`src/rtl/mem_responder.sv`:
```
// Memory-side responder: arbitrates fetch and load/store requests onto one synchronous RAM.
// Optional alignment fault checking is enabled by defining MEM_RESPONDER_ALIGN_CHECK_EN.
module mem_responder #(
    parameter int unsigned ADDR_W  = 10,
    parameter int unsigned LATENCY = 2
) (
    input  logic              clk,
    input  logic              reset_n,
    input  logic              fetch,
    input  logic [31:0]       pc,
    output logic [31:0]       instruction,
    output logic              wait_instr,
    output logic              instr_segv,
    input  logic              ld,
    input  logic              st,
    input  logic [31:0]       data_addr,
    input  logic [31:0]       st_data,
    output logic [31:0]       ld_data,
    output logic              wait_data,
    output logic              data_segv,
    output logic [ADDR_W-1:0] ram_addr,
    output logic [31:0]       ram_wdata,
    output logic              ram_we,
    output logic              ram_re,
    input  logic [31:0]       ram_rdata
);

    typedef enum logic [2:0] {
        StIdle,
        StDRead,
        StIRead,
        StDDone,
        StIDone,
        StDFault,
        StIFault
    } state_e;

    // LATENCY must lie in 1..7 so the final count fits the 3-bit counter.
    localparam logic [2:0] LastCnt = 3'(LATENCY);

    state_e      state_q, state_d;
    logic [2:0]  cnt_q, cnt_d;
    logic [31:0] ld_data_q, ld_data_d;
    logic [31:0] instr_q, instr_d;
    logic        d_req, d_fault, i_fault;
    logic        d_misalign, i_misalign;

`ifdef MEM_RESPONDER_ALIGN_CHECK_EN
    assign d_misalign = (data_addr[1:0] != 2'b00);
    assign i_misalign = (pc[1:0] != 2'b00);
`else
    assign d_misalign = 1'b0;
    assign i_misalign = 1'b0;
`endif

    assign d_req   = ld | st;
    assign d_fault = ((data_addr >> (ADDR_W + 2)) != 32'd0) | (ld & st) | d_misalign;
    assign i_fault = ((pc >> (ADDR_W + 2)) != 32'd0) | i_misalign;

    always_ff @(posedge clk or negedge reset_n) begin
        if (!reset_n) begin
            state_q   <= StIdle;
            cnt_q     <= 3'd0;
            ld_data_q <= 32'd0;
            instr_q   <= 32'd0;
        end else begin
            state_q   <= state_d;
            cnt_q     <= cnt_d;
            ld_data_q <= ld_data_d;
            instr_q   <= instr_d;
        end
    end

    always_comb begin
        state_d   = state_q;
        cnt_d     = cnt_q;
        ld_data_d = ld_data_q;
        instr_d   = instr_q;
        ram_addr  = '0;
        ram_wdata = 32'd0;
        ram_we    = 1'b0;
        ram_re    = 1'b0;
        case (state_q)
            StIdle: begin
                if (d_req) begin
                    if (d_fault) begin
                        state_d = StDFault;
                    end else begin
                        ram_addr = data_addr[ADDR_W+1:2];
                        if (st) begin
                            ram_we    = 1'b1;
                            ram_wdata = st_data;
                            state_d   = StDDone;
                        end else begin
                            ram_re  = 1'b1;
                            cnt_d   = 3'd1;
                            state_d = StDRead;
                        end
                    end
                end else if (fetch) begin
                    if (i_fault) begin
                        state_d = StIFault;
                    end else begin
                        ram_addr = pc[ADDR_W+1:2];
                        ram_re   = 1'b1;
                        cnt_d    = 3'd1;
                        state_d  = StIRead;
                    end
                end
            end
            StDRead: begin
                if (cnt_q == LastCnt) begin
                    ld_data_d = ram_rdata;
                    cnt_d     = 3'd0;
                    state_d   = StDDone;
                end else begin
                    cnt_d = cnt_q + 3'd1;
                end
            end
            StIRead: begin
                if (cnt_q == LastCnt) begin
                    instr_d = ram_rdata;
                    cnt_d   = 3'd0;
                    state_d = StIDone;
                end else begin
                    cnt_d = cnt_q + 3'd1;
                end
            end
            default: begin
                cnt_d   = 3'd0;
                state_d = StIdle;
            end
        endcase
        // No strobe may escape while reset is asserted, even with a request present.
        if (!reset_n) begin
            ram_we = 1'b0;
            ram_re = 1'b0;
        end
    end

    assign wait_data   = d_req & ~((state_q == StDDone) | (state_q == StDFault));
    assign wait_instr  = fetch & ~((state_q == StIDone) | (state_q == StIFault));
    assign data_segv   = (state_q == StDFault);
    assign instr_segv  = (state_q == StIFault);
    assign ld_data     = ld_data_q;
    assign instruction = instr_q;

endmodule

```
`config.mk`:
```
export PLATFORM = sky130hd
export DESIGN_NAME = mem_responder
export DESIGN_NICKNAME = d
export VERILOG_FILES = /design/src/rtl/mem_responder.sv
export SDC_FILE = /design/constraint.sdc
export NUM_CORES = 1
export LEC_CHECK = 0
export CAP_MARGIN = 20
export CORE_ASPECT_RATIO = 1.25
export CORE_UTILIZATION = 37
export DETAILED_ROUTE_END_ITERATION = 8
export GPL_TIMING_DRIVEN = 0
export HOLD_SLACK_MARGIN = 0.05
export PLACE_DENSITY_LB_ADDON = 0.25
export SLEW_MARGIN = 15
export SYNTH_ARGS = -nofsm -noshare
export SYNTH_HDL_FRONTEND = slang
export SYNTH_SLANG_ARGS = --single-unit
```
`constraint.sdc`:
```
create_clock -name clk -period 4.2 [get_ports clk]
set_input_delay 0.84 -clock clk [delete_from_list [all_inputs] [get_ports clk]]
set_output_delay 0.84 -clock clk [all_outputs]
set_load 0.05 [all_outputs]
```
==> reports/metrics.cfg, run 1 <==
[status]
status = complete, no violations

[drt]
ant_nets = 0
drt_iter0_markers = 101
wl_mm = 10.6
drc = 0
vias = 3098
viasPerCell = 4.85
wire_per_inst_microns = 16.6
drt_first_pass_iters = 4

[worst_setup_path]
crit_family = buffers and inverters
path_cells = clkdlybuf4s50_1 -> nor4_2 -> nand4_2 -> nor3_2 -> a32oi_1 -> nor2b_1 -> clkdlybuf4s50_1
cpMostUsedCell = clkdlybuf4s50_1
timing.critical_path.from_type = input pin
crit_path_max_incr_delay_ps = 810
path_class = in -> out
path_max_fanout = 3
end_kind = output port
slowest_stage = clkdlybuf4s50_1
required_ps = 3360
critPathArrivalTime_ps = 3110
path_buf_inv = 2

[synthesis]
yosysUniqueCellTypes = 38
synthArstFlopShare = 1.00
ys_seq_area_frac = 0.533
synth_area_leaders = dfrtp_1 53%, mux2_2 21%, and2_1 6.3%, a22oi_1 2.1%, nor2_1 1.8%
synth_top_flop_cell = dfrtp_1
synth_warnings = 0
synth_commonest_cells = 70 x dfrtp_1, 61 x mux2_2, 33 x and2_1
synthMostInstantiatedCell = dfrtp_1
synth_top_area_share = 0.533
syn_avg_cell_area_sq_um = 12.6
synthesis.area_sq_mm = 0.00329
synth_edf_count = 0
synthCells = 262
ys_seq_elements = 70
yosys.area.top_type = dfrtp_1
syn_nets = 395

[place]
dpl-instance-area_sq_mm = 0.00587
portBuffers = 240
dp_hpwl_mm = 8.48
place.gp.congestion = 0.787

[power]
power.density_mw_per_mm2 = 728
peakVddDrop_v = 0.000671
power_mw = 4.43
p_leak_nw = 2.65

[sta]
min_period_ps = 3950
whs_ps = 335
period_share = 0.940
finalClockSkew_ps = 4.92
setup_viol = 0
tns_ps = 0
tightestPinTransition_ps = 561
relSlewSlack = 0.625
drv_slew = 0
hold_viol = 0
rsz0062_at_grt = no
max_freq_mhz = 253

[clock_tree]
cts.sinks = 70
numCtsBuffers = 9
root_buffer = clkbuf_8
post-cts-setup-buffers = 0
htreeDepth = 3
post_cts_resized = 40
clock_path_buffers = 2
cts_tree = yes
clk_transition_reported_paths_ps = 70
cts_hold_buf = 0
clkLatencyLatePin_ps = 350

[grt]
overflow = 0
grt_pass1_vias = 3240
antenna_found_initial = 0
grt_max_degree = 62
grt_use_total = 0.232
grt_pass1_wl_mm = 16.2

[layout]
drive_gt1_frac = 0.200
n_antenna_cell = 0
final_util = 0.702
nets = 647
area_growth_pct = 84.9
design_area_sq_mm = 0.00608

[floorplanning]
fp.coreArea_sq_mm = 0.00865
num_rows = 38
die_height_microns = 107
initial_utilization = 0.380
die_w_microns = 86.3
ios = 245
dieArea_sq_mm = 0.00927

[min_path]
holdCritPathClass = in -> async

[run]
max_cap_viol_count = 0

worst register-to-register path, cell delays in order, from the launching register on:
cell and delay, ps:
dfrtp_1 430, nor2b_1 160, and2b_2 230, nand3_2 170, buf_2 300, mux2_2 380
metrics by stage:
step / std cells / setup WS [ps]
after floorplan: 262 / 94.7
after global placement: 622 / -1480
after detailed placement: 623 / -232
after CTS: 639 / 40.9
after global routing: 639 / 35.8
final: 639 / 250
cell families (layout without fill, tap and decap cells):
family                 Yosys count  in the layout  share of synthesized area
buffers and inverters           16            273                     0.0240
XOR/XNOR                         2              2                    0.00533
flip-flops                      70             70                      0.533
AO/OA/AOI/OAI                   24             24                     0.0536
AND/OR/NAND/NOR                 86             86                      0.165
multiplexers                    64             64                      0.219
report_power, final:
part,total (mW),switching [mW],internal [mW]
Clock,0.669,0.241,0.428
Sequential,1.19,0.175,1.01
Combinational,2.57,1.60,0.965
layer usage:
| layer | up-vias | wire, microns | track usage |
|---|---|---|---|
| met5 | - | 0 | 0 |
| met4 | 0 | 255 | 0.0988 |
| met3 | 19 | 1100 | 0.0905 |
| met2 | 157 | 5480 | 0.410 |
| met1 | 1482 | 3810 | 0.243 |
| li1 | 1440 | - | - |
registers in the layout, summed over array words and instances, names as in the netlist:
register     flops
ld_data         32
state_q          3
cnt_q            3
instruction     32
cells in the final DEF, fill, tap and decap left out, drive strengths merged, types with 2 or more instances in the layout:
cell type and instances:
o31ai 2, nor3b 3, nor3 6, nor2b 2, a311o 2, nor4b 2
nor4 10, dfrtp 70, nor2 16, dlygate4sd2 39, clkbuf 18, buf 12
and2 33, nand4 2, a21oi 3, bufinv 3, nand2 6, nand3 2
mux2 64, a21boi 2, o21a 2, a22oi 9, clkdlybuf4s50 199
worst paths after layout:
kind	start	slack (ps)	to	depth (start not counted)
setup / recovery	data_addr[18]	250	ram_addr[9]	7
hold / removal	reset_n	330	instruction[12]	1
setup reg to reg	cnt_q[1]	2410	instruction[9]	5
hold reg to reg	ld_data[7]	490	ld_data[7]	1
max in group asynchronous	reset_n	3330	ld_data[31]	2
min in group clk	ld_data[7]	490	ld_data[7]	1
layout make-up:
cell class	count	area, sq um
fill	658	2570
timing repair buffer	241	2380
sequential	70	1750
multi-input combinational	176	1470
clock buffer	13	159
tap	120	150
clock inverter	3	90.1
buffer	15	76.3
inverter	1	3.75
Power figures use the tool's default switching activity.
==> run 2, diff against run 1 <==
Settings changed: PLACE_DENSITY from default to 0.86, PLACE_DENSITY_LB_ADDON 0.25 to default.
==> run 2 against run 1 <==
  * Utilization fell by 0.43 points
  * Cell area fell by 0.62%
  * Sequential power barely moved
  * Fmax fell by 2.7%
  * Critical path type unchanged
  * Die area did not move
  * Total power fell by 1.1%
==> reports/metrics.cfg, run 2 (synthesis gave the netlist of run 1 again) <==
[grt]
antenna_found_initial = 1
grt_max_degree = 40
overflow = 0
grt_pass1_vias = 3229
grt_pass1_wl_mm = 16.0
grt_use_total = 0.232

[worst_setup_path]
path_max_fanout = 6
end_kind = output port
critPathCapture = ram_addr[9]
critPathArrivalTime_ps = 3220
reg2reg_from = state_q[2]
required_ps = 3360
rr_endpoint = state_q[1]
reg2reg_slack_ps = 2250
crit_start = st
ff2ff_path_depth = 6
path_class = in -> out
timing.critical_path.from_type = input pin

[clock_tree]
cts_tree = yes
clock_path_buffers = 2
cts_hold_buf = 0
numCtsBuffers = 9
clkLatencyLatePin_ps = 350
root_buffer = clkbuf_8
cts.sinks = 70
htreeDepth = 3
clk_transition_reported_paths_ps = 70
post-cts-setup-buffers = 0

[sta]
tns_ps = 0
period_share = 0.967
min_period_ps = 4060
rsz0062_at_grt = no
setup_viol = 0
drv_slew = 0
max_freq_mhz = 246
finalClockSkew_ps = 5.02
tightestPinTransition_ps = 567
whs_ps = 426
relSlewSlack = 0.620
hold_viol = 0

[min_path]
holdCritPathClass = in -> async

[drt]
viasPerCell = 4.87
drt_first_pass_iters = 6
wl_mm = 10.8
drt_iter0_markers = 77
wire_per_inst_microns = 16.9
vias = 3113
drc = 0
ant_nets = 0

[power]
power.density_mw_per_mm2 = 725
peakVddDrop_v = 0.000549
p_leak_nw = 2.62

[floorplanning]
die_height_microns = 107
die_w_microns = 86.3
fp.coreArea_sq_mm = 0.00865
num_rows = 38
ios = 245
dieArea_sq_mm = 0.00927
initial_utilization = 0.380

[place]
dpl.cell_count = 623
place.gp.congestion = 0.813
dpl-instance-area_sq_mm = 0.00586
portBuffers = 240
dp_hpwl_mm = 8.67

[layout]
nets = 647
layout_common_cells = 199 x clkdlybuf4s50_1, 70 x dfrtp_1, 61 x mux2_2, 40 x dlygate4sd2_1, 33 x and2_1
nFillCells = 659
seqCellArea_sq_mm = 0.00175
drive_gt1_frac = 0.204
n_antenna_cell = 0
final_util = 0.698
area_growth_pct = 83.7
multi_input_area_sq_mm = 0.00147
design_area_sq_mm = 0.00604
final_common_cell = clkdlybuf4s50_1
layout.cells.non_filler = 639

[run]
max_cap_viol_count = 0

[status]
status = complete, no violations

run 2: changes by cell type in the layout (fill, tap and decap cells not counted), sizes merged:
cell and delta:
clkbuf -3, bufinv -1, clkinvlp +2, clkinv +2, dlymetal6s2s -1, dlygate4sd2 +1
run 2: area by class of cell:
cell class / count / share of cell area
Tap cell: 120 / 0.0249
Buffer: 15 / 0.0126
Sequential cell: 70 / 0.290
Clock inverter: 6 / 0.0141
Multi-Input combinational cell: 176 / 0.243
Inverter: 1 / 0.000621
Timing Repair Buffer: 241 / 0.392
Clock buffer: 10 / 0.0228
run 2: worst min path at each step:
stage	startpoint	to	cells past startpoint
after floorplan	reset_n	cnt_q[0]	0
after global placement	ld_data[3]	ld_data[3]	1
after detailed placement	ld_data[8]	ld_data[8]	1
after CTS	reset_n	instruction[17]	1
after global routing	reset_n	instruction[24]	1
final	reset_n	instruction[17]	1
run 2: stage by stage:
step / total power [mW] / worst slack, ps
finish: 4.38 / 141
global route: 4.55 / 25.9
CTS: 4.41 / 26.0
detailed placement: 3.80 / -376
global placement: 3.73 / -1580
floorplan: 2.82 / 94.7
run 2: repair_timing:
item	CTS	global route
pin swaps	1	0
gates resized for setup	41	3
setup endpoints to repair	43	11
run 2: per-layer routing:
metal	vias to the layer above	global-route usage	wire, microns
met3	19	0.110	1240
met5	-	0	13
li1	1436	-	-
met1	1489	0.223	3650
met2	167	0.416	5680
met4	2	0.100	247
run 2: critical path: stages:
cell and delay [ps]:
clkdlybuf4s50_1 540, nor2_2 300, nand2_1 90, nor2_1 260
a32oi_1 170, nor2b_1 190, clkdlybuf4s50_1 830
run 2: power by group:
part	leakage [nW]	switching (mW)	internal, mW
clock	0.108	0.253	0.348
sequential	0.823	0.185	1.01
combinational	1.69	1.61	0.964
==> run 3, diff against run 2 <==
Settings changed: SKIP_LAST_GASP from default to 1, SLEW_MARGIN 15 to 40.
==> run 3 against run 2 <==
  * Register-to-register slack improved by 90 ps
  * Final cell count unchanged
  * Flip-flop and latch count unchanged
  * Clock power decreased by 15%
  * Worst hold slack got worse by 100 ps
  * Critical path depth decreased by 1
  * Utilization decreased by 0.26 points
  * Worst setup slack got worse by 41 ps
  * Clock skew increased by 1.2 ps
  * Fmax decreased by 0.99%
  * Critical endpoint is now ram_we
  * Largest cell class unchanged
  * Largest power group unchanged
==> reports/metrics.cfg, run 3 (synthesis gave the netlist of run 1 again) <==
[status]
status = complete, no violations

[clock_tree]
clock_path_buffers = 2
root_buffer = clkbuf_8
cts_tree = yes
cts_hold_buf = 0
numCtsBuffers = 9
clkLatencyLatePin_ps = 350
cts.sinks = 70
clk_transition_reported_paths_ps = 70
htreeDepth = 3

[drt]
drt_first_pass_iters = 6
drc = 0
wire_per_inst_microns = 16.9
vias = 3096
drt_iter0_markers = 94
ant_nets = 0
wl_mm = 10.8
viasPerCell = 4.85

[place]
dpl.cell_count = 623
dp_hpwl_mm = 8.66
portBuffers = 240
place.gp.congestion = 0.813

[run]
max_cap_viol_count = 0

[grt]
antenna_found_initial = 1
grt_use_total = 0.234
overflow = 0
grt_pass1_vias = 3270
grt_max_degree = 53
grt_pass1_wl_mm = 16.2

[worst_setup_path]
crit_start = data_addr[29]
slowest_stage = clkdlybuf4s50_1
reg2reg_slack_ps = 2340
path_cells = clkdlybuf4s50_1 -> nor4_2 -> nand4_2 -> nor3_4 -> and2_1 -> clkdlybuf4s50_1
required_ps = 3360
reg2reg_from = state_q[2]
end_kind = output port
path_buf_inv = 2
path_max_fanout = 7
ff2ff_path_depth = 6
crit_path_max_incr_delay_ps = 800
path_class = in -> out
timing.critical_path.from_type = input pin
cpMostUsedCell = clkdlybuf4s50_1
rr_endpoint = state_q[1]
crit_family = buffers and inverters
critPathCapture = ram_we
critPathArrivalTime_ps = 3260
crit_cells = 6

[power]
peakVddDrop_v = 0.000558
power.density_mw_per_mm2 = 713
p_leak_nw = 2.67

[sta]
drv_slew = 0
min_period_ps = 4100
rsz0062_at_grt = no
finalClockSkew_ps = 6.18
hold_viol = 0
whs_ps = 324
tightestPinTransition_ps = 561
relSlewSlack = 0.625
max_freq_mhz = 244
setup_viol = 0
period_share = 0.976

[layout]
nets = 647
multi_input_area_sq_mm = 0.00147
layout.cells.non_filler = 639
nFillCells = 662
seqCellArea_sq_mm = 0.00175
n_antenna_cell = 0
final_common_cell = clkdlybuf4s50_1
area_growth_pct = 83.0
layout_common_cells = 196 x clkdlybuf4s50_1, 70 x dfrtp_1, 61 x mux2_2, 38 x dlygate4sd2_1, 33 x and2_1
drive_gt1_frac = 0.193

[floorplanning]
dieArea_sq_mm = 0.00927
die_w_microns = 86.3
ios = 245
initial_utilization = 0.380
die_height_microns = 107
fp.coreArea_sq_mm = 0.00865
num_rows = 38

[min_path]
holdCritPathClass = in -> async

[run 3: changes by cell type in the layout (fill, tap and decap cells not counted), sizes merged]
cell	before	now
clkinv	2	0
dlymetal6s2s	0	4
dlygate4sd2	40	38
bufinv	2	1
clkdlybuf4s15	0	1
clkinvlp	2	0
clkdlybuf4s50	199	196
clkbuf	15	20
[run 3: final cells by class]
class | count | area share
buffer | 15 | 0.0127
tap | 120 | 0.0249
sequential | 70 | 0.291
inverter | 1 | 0.000624
multi-input combinational | 176 | 0.244
clock inverter | 1 | 0.00499
timing repair buffer | 241 | 0.398
clock buffer | 15 | 0.0243
[run 3: worst min path at each step]
stage	from	cells past startpoint	slack [ps]	to
floorplan	reset_n	0	540	cnt_q[0]
detailed placement	ld_data[8]	1	490	ld_data[8]
global route	reset_n	1	320	instruction[17]
finish	reset_n	1	320	ld_data[25]
CTS	reset_n	1	310	ld_data[29]
global placement	ld_data[3]	1	470	ld_data[3]
[run 3: what timing repair did]
item	4_1_cts	5_1_grt
setup endpoints to repair	43	15
gates resized for setup	40	8
pin swaps	0	0
setup buffers	0	0
[run 3: routing by layer]
metal,up-vias,share of wire,track usage
met4,2,0.026,0.0940
li1,1436,-,-
met2,162,0.51,0.411
met5,-,0.00093,0
met3,26,0.12,0.112
met1,1470,0.35,0.236
[run 3: report_power, final]
part	internal, mW	switching (mW)
Combinational	0.965	1.61
Clock	0.276	0.237
Sequential	1.02	0.184
Total	2.26	2.03
[run 3: stage by stage]
step / setup WS, ps / util / TNS [ps] / cell area, sq um / power (mW)
4_1_cts: -181 / 0.694 / -181 / 6000 / 4.33
3_5_place_dp: -351 / 0.678 / -11880 / 5870 / 3.80
2_1_floorplan: 94.7 / - / 0 / 3290 / 2.82
5_1_grt: 5.32 / 0.695 / 0 / 6020 / 4.48
3_3_place_gp: -1580 / 0.675 / -12610 / 5840 / 3.73
6_report: 99.8 / 0.695 / 0 / 6020 / 4.29
[run 3: worst register-to-register path, stage by stage, from the launching register on]
cell	delay, ps
dfrtp_1	360
buf_2	180
nor3_2	380
nand2_1	150
nor3_4	380
a2111oi_0	150
nor3_1	180
